File: src/rtl/button_press_gen_pkg.sv
// Shared state encodings, default widths and helpers for the button
// waveform generator.
package button_press_gen_pkg;

   typedef enum logic [2:0] {
      S_IDLE    = 3'd0,
      S_B_PRESS = 3'd1,
      S_PRESS   = 3'd2,
      S_B_REL   = 3'd3,
      S_GAP     = 3'd4
   } state_t;

   localparam int CNT_W_DEF      = 16;
   localparam int BOUNCE_N_DEF   = 3;
   localparam int BOUNCE_LEN_DEF = 2;

   function automatic logic [7:0] nz8(input logic [7:0] v);
      return (v == 8'd0) ? 8'd1 : v;
   endfunction

endpackage

File: src/rtl/button_press_gen_timer.sv
// cycle_timer: loadable down-counter that parks at zero and flags it.
// Used for every phase duration of the button generator.
module cycle_timer #(
   parameter int W = 16
) (
   input  logic         clk,
   input  logic         rst_n,
   input  logic         i_load,
   input  logic [W-1:0] i_val,
   output logic         o_zero
);

   logic [W-1:0] r_cnt;

   always_ff @(posedge clk or negedge rst_n) begin
      if (!rst_n) begin
         r_cnt <= '0;
      end else if (i_load) begin
         r_cnt <= i_val;
      end else if (r_cnt != '0) begin
         r_cnt <= r_cnt - 1'b1;
      end
   end

   assign o_zero = (r_cnt == '0);

endmodule

File: src/rtl/button_press_gen.sv
// Button waveform generator: press/hold/release/gap bursts from a command.
// Define BUTTON_BOUNCE_EN to emit contact-bounce pulses before each edge.
import button_press_gen_pkg::*;

module button_press_gen #(
   parameter int CNT_W      = CNT_W_DEF,
   parameter int BOUNCE_N   = BOUNCE_N_DEF,
   parameter int BOUNCE_LEN = BOUNCE_LEN_DEF
) (
   input  logic             clk,
   input  logic             rst_n,
   input  logic             start,
   input  logic [CNT_W-1:0] press_len,
   input  logic [CNT_W-1:0] gap_len,
   input  logic [7:0]       repeat_cnt,
   output logic             button,
   output logic             busy,
   output logic             done,
   output logic [7:0]       press_cnt
);

   state_t           r_state;
   logic             r_pend;
   logic [CNT_W-1:0] r_press_m1;
   logic [CNT_W-1:0] r_gap_m1;
   logic [7:0]       r_rep;
   logic             r_button;
   logic             r_busy;
   logic             r_done;
   logic [7:0]       r_press_cnt;

   logic             w_load;
   logic [CNT_W-1:0] w_val;
   logic             w_zero;
   logic             w_more;

   assign w_more = (r_press_cnt < r_rep);

`ifdef BUTTON_BOUNCE_EN
   localparam logic [CNT_W-1:0] BL_M1    = CNT_W'(BOUNCE_LEN - 1);
   localparam logic [7:0]       TOG_LAST = 8'(2 * BOUNCE_N - 1);

   logic [7:0] r_tog;
   logic       w_last;

   assign w_last = (r_tog == TOG_LAST);
`else
   localparam int UNUSED_B = BOUNCE_N + BOUNCE_LEN;
`endif

   cycle_timer #(
      .W(CNT_W)
   ) u_timer (
      .clk    (clk),
      .rst_n  (rst_n),
      .i_load (w_load),
      .i_val  (w_val),
      .o_zero (w_zero)
   );

   // Timer reloads coincide with the FSM transitions below.
   always_comb begin
      w_load = 1'b0;
      w_val  = r_press_m1;
      unique case (r_state)
         S_IDLE: begin
            if (r_pend) begin
               w_load = 1'b1;
`ifdef BUTTON_BOUNCE_EN
               w_val  = BL_M1;
`else
               w_val  = r_press_m1;
`endif
            end
         end
         S_PRESS: begin
            if (w_zero) begin
               w_load = 1'b1;
`ifdef BUTTON_BOUNCE_EN
               w_val  = BL_M1;
`else
               w_val  = r_gap_m1;
`endif
            end
         end
         S_GAP: begin
            if (w_zero && w_more) begin
               w_load = 1'b1;
`ifdef BUTTON_BOUNCE_EN
               w_val  = BL_M1;
`else
               w_val  = r_press_m1;
`endif
            end
         end
`ifdef BUTTON_BOUNCE_EN
         S_B_PRESS: begin
            if (w_zero) begin
               w_load = 1'b1;
               w_val  = w_last ? r_press_m1 : BL_M1;
            end
         end
         S_B_REL: begin
            if (w_zero) begin
               w_load = 1'b1;
               w_val  = w_last ? r_gap_m1 : BL_M1;
            end
         end
`endif
         default: begin
            w_load = 1'b0;
         end
      endcase
   end

   // A start is latched first; the burst begins on the following edge.
   always_ff @(posedge clk or negedge rst_n) begin
      if (!rst_n) begin
         r_state     <= S_IDLE;
         r_pend      <= 1'b0;
         r_press_m1  <= '0;
         r_gap_m1    <= '0;
         r_rep       <= 8'd1;
         r_button    <= 1'b0;
         r_busy      <= 1'b0;
         r_done      <= 1'b0;
         r_press_cnt <= 8'd0;
`ifdef BUTTON_BOUNCE_EN
         r_tog       <= 8'd0;
`endif
      end else begin
         r_done <= 1'b0;
         unique case (r_state)
            S_IDLE: begin
               if (r_pend) begin
                  r_pend   <= 1'b0;
                  r_busy   <= 1'b1;
                  r_button <= 1'b1;
`ifdef BUTTON_BOUNCE_EN
                  r_state  <= S_B_PRESS;
                  r_tog    <= 8'd0;
`else
                  r_state     <= S_PRESS;
                  r_press_cnt <= r_press_cnt + 8'd1;
`endif
               end else if (start) begin
                  r_pend      <= 1'b1;
                  r_press_cnt <= 8'd0;
                  r_rep       <= nz8(repeat_cnt);
                  r_press_m1  <= (press_len == '0) ? '0
                                 : press_len - 1'b1;
                  r_gap_m1    <= (gap_len == '0) ? '0
                                 : gap_len - 1'b1;
               end
            end
            S_PRESS: begin
               if (w_zero) begin
                  r_button <= 1'b0;
`ifdef BUTTON_BOUNCE_EN
                  r_state  <= S_B_REL;
                  r_tog    <= 8'd0;
`else
                  r_state  <= S_GAP;
`endif
               end
            end
            S_GAP: begin
               if (w_zero) begin
                  if (w_more) begin
                     r_button <= 1'b1;
`ifdef BUTTON_BOUNCE_EN
                     r_state  <= S_B_PRESS;
                     r_tog    <= 8'd0;
`else
                     r_state     <= S_PRESS;
                     r_press_cnt <= r_press_cnt + 8'd1;
`endif
                  end else begin
                     r_state <= S_IDLE;
                     r_busy  <= 1'b0;
                     r_done  <= 1'b1;
                  end
               end
            end
`ifdef BUTTON_BOUNCE_EN
            S_B_PRESS: begin
               if (w_zero) begin
                  r_button <= ~r_button;
                  if (w_last) begin
                     r_state     <= S_PRESS;
                     r_press_cnt <= r_press_cnt + 8'd1;
                  end else begin
                     r_tog <= r_tog + 8'd1;
                  end
               end
            end
            S_B_REL: begin
               if (w_zero) begin
                  r_button <= ~r_button;
                  if (w_last) begin
                     r_state <= S_GAP;
                  end else begin
                     r_tog <= r_tog + 8'd1;
                  end
               end
            end
`endif
            default: begin
               r_state <= S_IDLE;
            end
         endcase
      end
   end

   assign button    = r_button;
   assign busy      = r_busy;
   assign done      = r_done;
   assign press_cnt = r_press_cnt;

endmodule

File: config.mk
export PLATFORM = sky130hd
export DESIGN_NAME = button_press_gen
export DESIGN_NICKNAME = d
export VERILOG_FILES = /design/src/rtl/button_press_gen_pkg.sv /design/src/rtl/button_press_gen_timer.sv /design/src/rtl/button_press_gen.sv
export SDC_FILE = /design/constraint.sdc
export NUM_CORES = 1
export LEC_CHECK = 0
export CELL_PAD_IN_SITES_DETAIL_PLACEMENT = 1
export CELL_PAD_IN_SITES_GLOBAL_PLACEMENT = 1
export CORE_ASPECT_RATIO = 1.5
export CORE_MARGIN = 4
export CORE_UTILIZATION = 35
export CTS_CLUSTER_DIAMETER = 40
export DETAILED_ROUTE_END_ITERATION = 16
export PLACE_DENSITY_LB_ADDON = 0.1
export SLEW_MARGIN = 20
export SYNTH_ARGS = -nofsm -noshare
export SYNTH_HDL_FRONTEND = slang
export SYNTH_SLANG_ARGS = --single-unit
File: constraint.sdc
create_clock -name clk -period 5.8 [get_ports clk]
set_input_delay 1.16 -clock clk [delete_from_list [all_inputs] [get_ports clk]]
set_output_delay 1.16 -clock clk [all_outputs]
set_load 0.03 [all_outputs]
==> results.md <==
- Hold Crit Endpoint: r_press_m1[2]
- Status: completed
- Share of layout cells above drive strength 1: 5.25%
- WP data arrival: 3.74 ns
- RR Endpoint: u_timer.r_cnt[14]
- Sequential cell area: 1750 µm²
- Top_reg_cell synth: dfrtp_1
- Tcrit/Tclk final: 60.7%
- EDFF count, synth: 0
- Buf+Inv Stages, Crit Path: 1
- Row count: 47
- Setup slack at placement: 1.63 ns
- DP Cell Count: 626
- Vias in the first global route: 3504
- Sequential element share of the synthesized area: 44.8%
- RePlAce Congestion: 0.883
- Number of CTS-inserted buffers: 9
- CTS resizes: 0
- Worst setup margin: 2.28 ns
- Syn-to-layout area delta: 24.1%
- Slowest stage delay, CP: 0.70 ns
- Final Cell Area: 4850 µm²
- Post-Synth Simple-Gate Area: 18.6%
- Seq cells post-synth: 70
- Multi-input logic area: 1990 µm²
- Routed WL per cell: 16.0 µm
- Routed Antenna Nets: 0
- Largest family of logic cells by synthesized area: simple AND/OR/NAND/NOR gates
- Residual DRC count: 0
- Max Slew Vio Count: 0
- Hold buffers post-CTS: 0
- I/O pins: 54
- # nets final: 545
- DIE WIDTH: 94.3 µm
- CP Max Fanout: 12
- Clk_skew: 0.00354 ns
- Slowest CP cell: o21ai_1
- Worst skew pair latency: 0.33 ns
- HPWL after DPL: 7750 µm
- Final Hold Viols: 0
- FF-to-FF path depth: 6
- Clock transition at path regs: 0.05 ns
- Routed WL: 10300 µm
- Sum Neg Setup Slack: 0 ns
- Post-Layout Cell Count: 642
- Post-Synthesis Cells: 441
- CP startpoint kind: primary input
- Die H: 137 µm
- Area of placed instances: 4550 µm²
- Area share of fa/ha/maj cells after synthesis: 3.84%
- Commonest non-fill, non-tap cell in the layout: dfrtp_1
- Fill cells: 1282
- Post-Synth XOR/XNOR Area: 6.49%
- Root Buffer: clkbuf_16
- Crit path time final: 3.52 ns
- DR iter-0 viols: 125
- Clock Path Buffers: 2
- Yosys cell types: 44
- Worst-path cell chain: clkdlybuf4s50_1, nor3_1, nand3_1, or4_1, o21ai_1, a21oi_1, a21o_1
- Reg2reg start: u_timer.r_cnt[9]
- First-pass GRT wire length: 16800 µm
- Area of the core: 11000 µm²
- Family with the most delay on the worst path: simple AND/OR/NAND/NOR gates
- Worst min path class: flop to flop
- Mux cell area share after synthesis: 4.86%
- Largest net degree at the start of global routing: 71
- Synth Net Count: 496
- CP Class: primary input to flop
- Gr usage total: 16.8%
- CTS tree: yes
- Worst-Margin Slew: 1.08 ns
- Power, Total: 2.19 mW
- Initial antenna violation count: 0
- Unrepaired setup endpoints after global routing: no
- TritonRoute pass-1 iters: 4
- Vias per cell: 5.21
- Die ar.: 13000 µm²
- Diodes inserted: 0
- Maximum clock rate: 0.284 GHz
- Rel. slew slack: 27.7%
- Most frequent cells in the layout: dfrtp_1 (69), nand2_1 (63), clkdlybuf4s50_1 (52)
- PwrDens: 451 nW/µm²
- # setup viols final: 0
- Post-synth ARST share: 100%
- Synth Area in Compound Gates: 16.8%
- Vias: 3344
- Post-synthesis cell area: 3910 µm²
- Mean Syn Cell Area: 8.87 µm²
- IO Port Bufs: 53
- WP data required: 6.02 ns
- Starting density of the core: 35.6%
- Crit path capture type: flop
- Worst R2R Setup Slack: 2.34 ns
- Hold path cells: 2
- Clk sinks: 70
- Hold_sp: r_press_m1[2]
- Leakage dissipation: 2.00 nW
- Setup Buffers After CTS: 0
- Ys Warns: 0
- Total grt overflow: 0
- VDD IR max: 0.132 mV
- CTS H-tree lvls: 3
- Max cap viols: 0
-- flip-flops by register name, summed over array words and instances (netlist names) --
signal and cells:
u_timer.r_cnt 16, done 1, r_rep 8, busy 1, r_press_m1 16, r_pend 1
r_state 2, button 1, r_gap_m1 16, press_cnt 8
-- worst reg2reg max path: stages (launching register included) --
cell and delay, ns:
dfrtp_1 0.39, or4_4 0.56, or4_4 0.48, or2_1 0.50, nor2_2 0.94, mux2i_1 0.35
a21oi_1 0.09
-- worst max path at each step --
stage / slack, ns / end / start / cells after the start
2_1_floorplan: 2.98 / r_press_m1[11] / press_len[6] / 7
3_3_place_gp: 1.71 / r_press_m1[6] / press_len[4] / 7
3_5_place_dp: 1.63 / r_press_m1[3] / press_len[4] / 7
4_1_cts: 1.88 / r_press_m1[4] / press_len[4] / 6
5_1_grt: 2.06 / r_press_m1[4] / press_len[4] / 6
6_report: 2.28 / r_press_m1[3] / press_len[4] / 7
-- metal layers --
layer	share of wire [%]	vias up	GRT usage [%]	wire length [µm]
met3	2.8	17	2.24	284
met1	39	1630	17.6	4010
met4	2.3	0	7.95	238
met2	56	47	32.3	5730
li1	-	1650	-	-
met5	0	-	0	0
-- area by class of cell --
cell class,instances,share of cell area [%]
well taps,147,3.79
multi-input cells,331,40.9
clock buffers,12,5.28
flip-flops and latches,70,36.1
inverters,22,1.70
repair buffers,56,11.3
clock inverters,4,0.928
-- Yosys cell counts, types with 2 or more instances --
cell	number	area, µm²
mux2i_1	19	190
nor3_1	10	50.1
xor2_1	12	105
xnor2_1	17	149
or3_1	9	56.3
clkbuf_1	14	52.6
inv_1	22	82.6
or4_4	2	22.5
nor2b_1	3	18.8
dfrtp_1	69	1730
nor2_1	32	120
buf_6	4	45.0
nor4_1	8	50.1
nand2b_1	2	12.5
o21ai_0	49	245
nor3b_1	2	15.0
o31ai_1	7	52.6
ha_1	12	150
nand3b_1	2	15.0
or4_1	4	30.0
a21oi_1	45	225
nand3_1	7	35.0
a21o_1	2	15.0
nand4b_1	2	17.5
a31oi_1	4	25.0
nand2_1	63	236
nand4_1	2	12.5
-- logic make-up (layout without fill, tap and decap cells) --
family	count (synthesis)	after routing
AO/OA/AOI/OAI	118	118
XOR/XNOR	29	29
adder cells (fa/ha/maj)	12	12
buffers and inverters	40	94
flip-flops	70	70
multiplexers	19	19
AND/OR/NAND/NOR	153	153
-- stage by stage --
step,util [%],hold slack [ns]
floorplan,-,0.449
global placement,41.4,0.460
detailed placement,41.4,0.475
CTS,44.1,0.488
global route,44.1,0.508
finish,44.1,0.482
-- power breakdown --
group	switching (mW)	internal [mW]
clock network	0.208	0.354
logic	0.425	0.321
registers	0.174	0.709
total	0.807	1.38
Note: power is estimated with default switching activity, not from simulation.
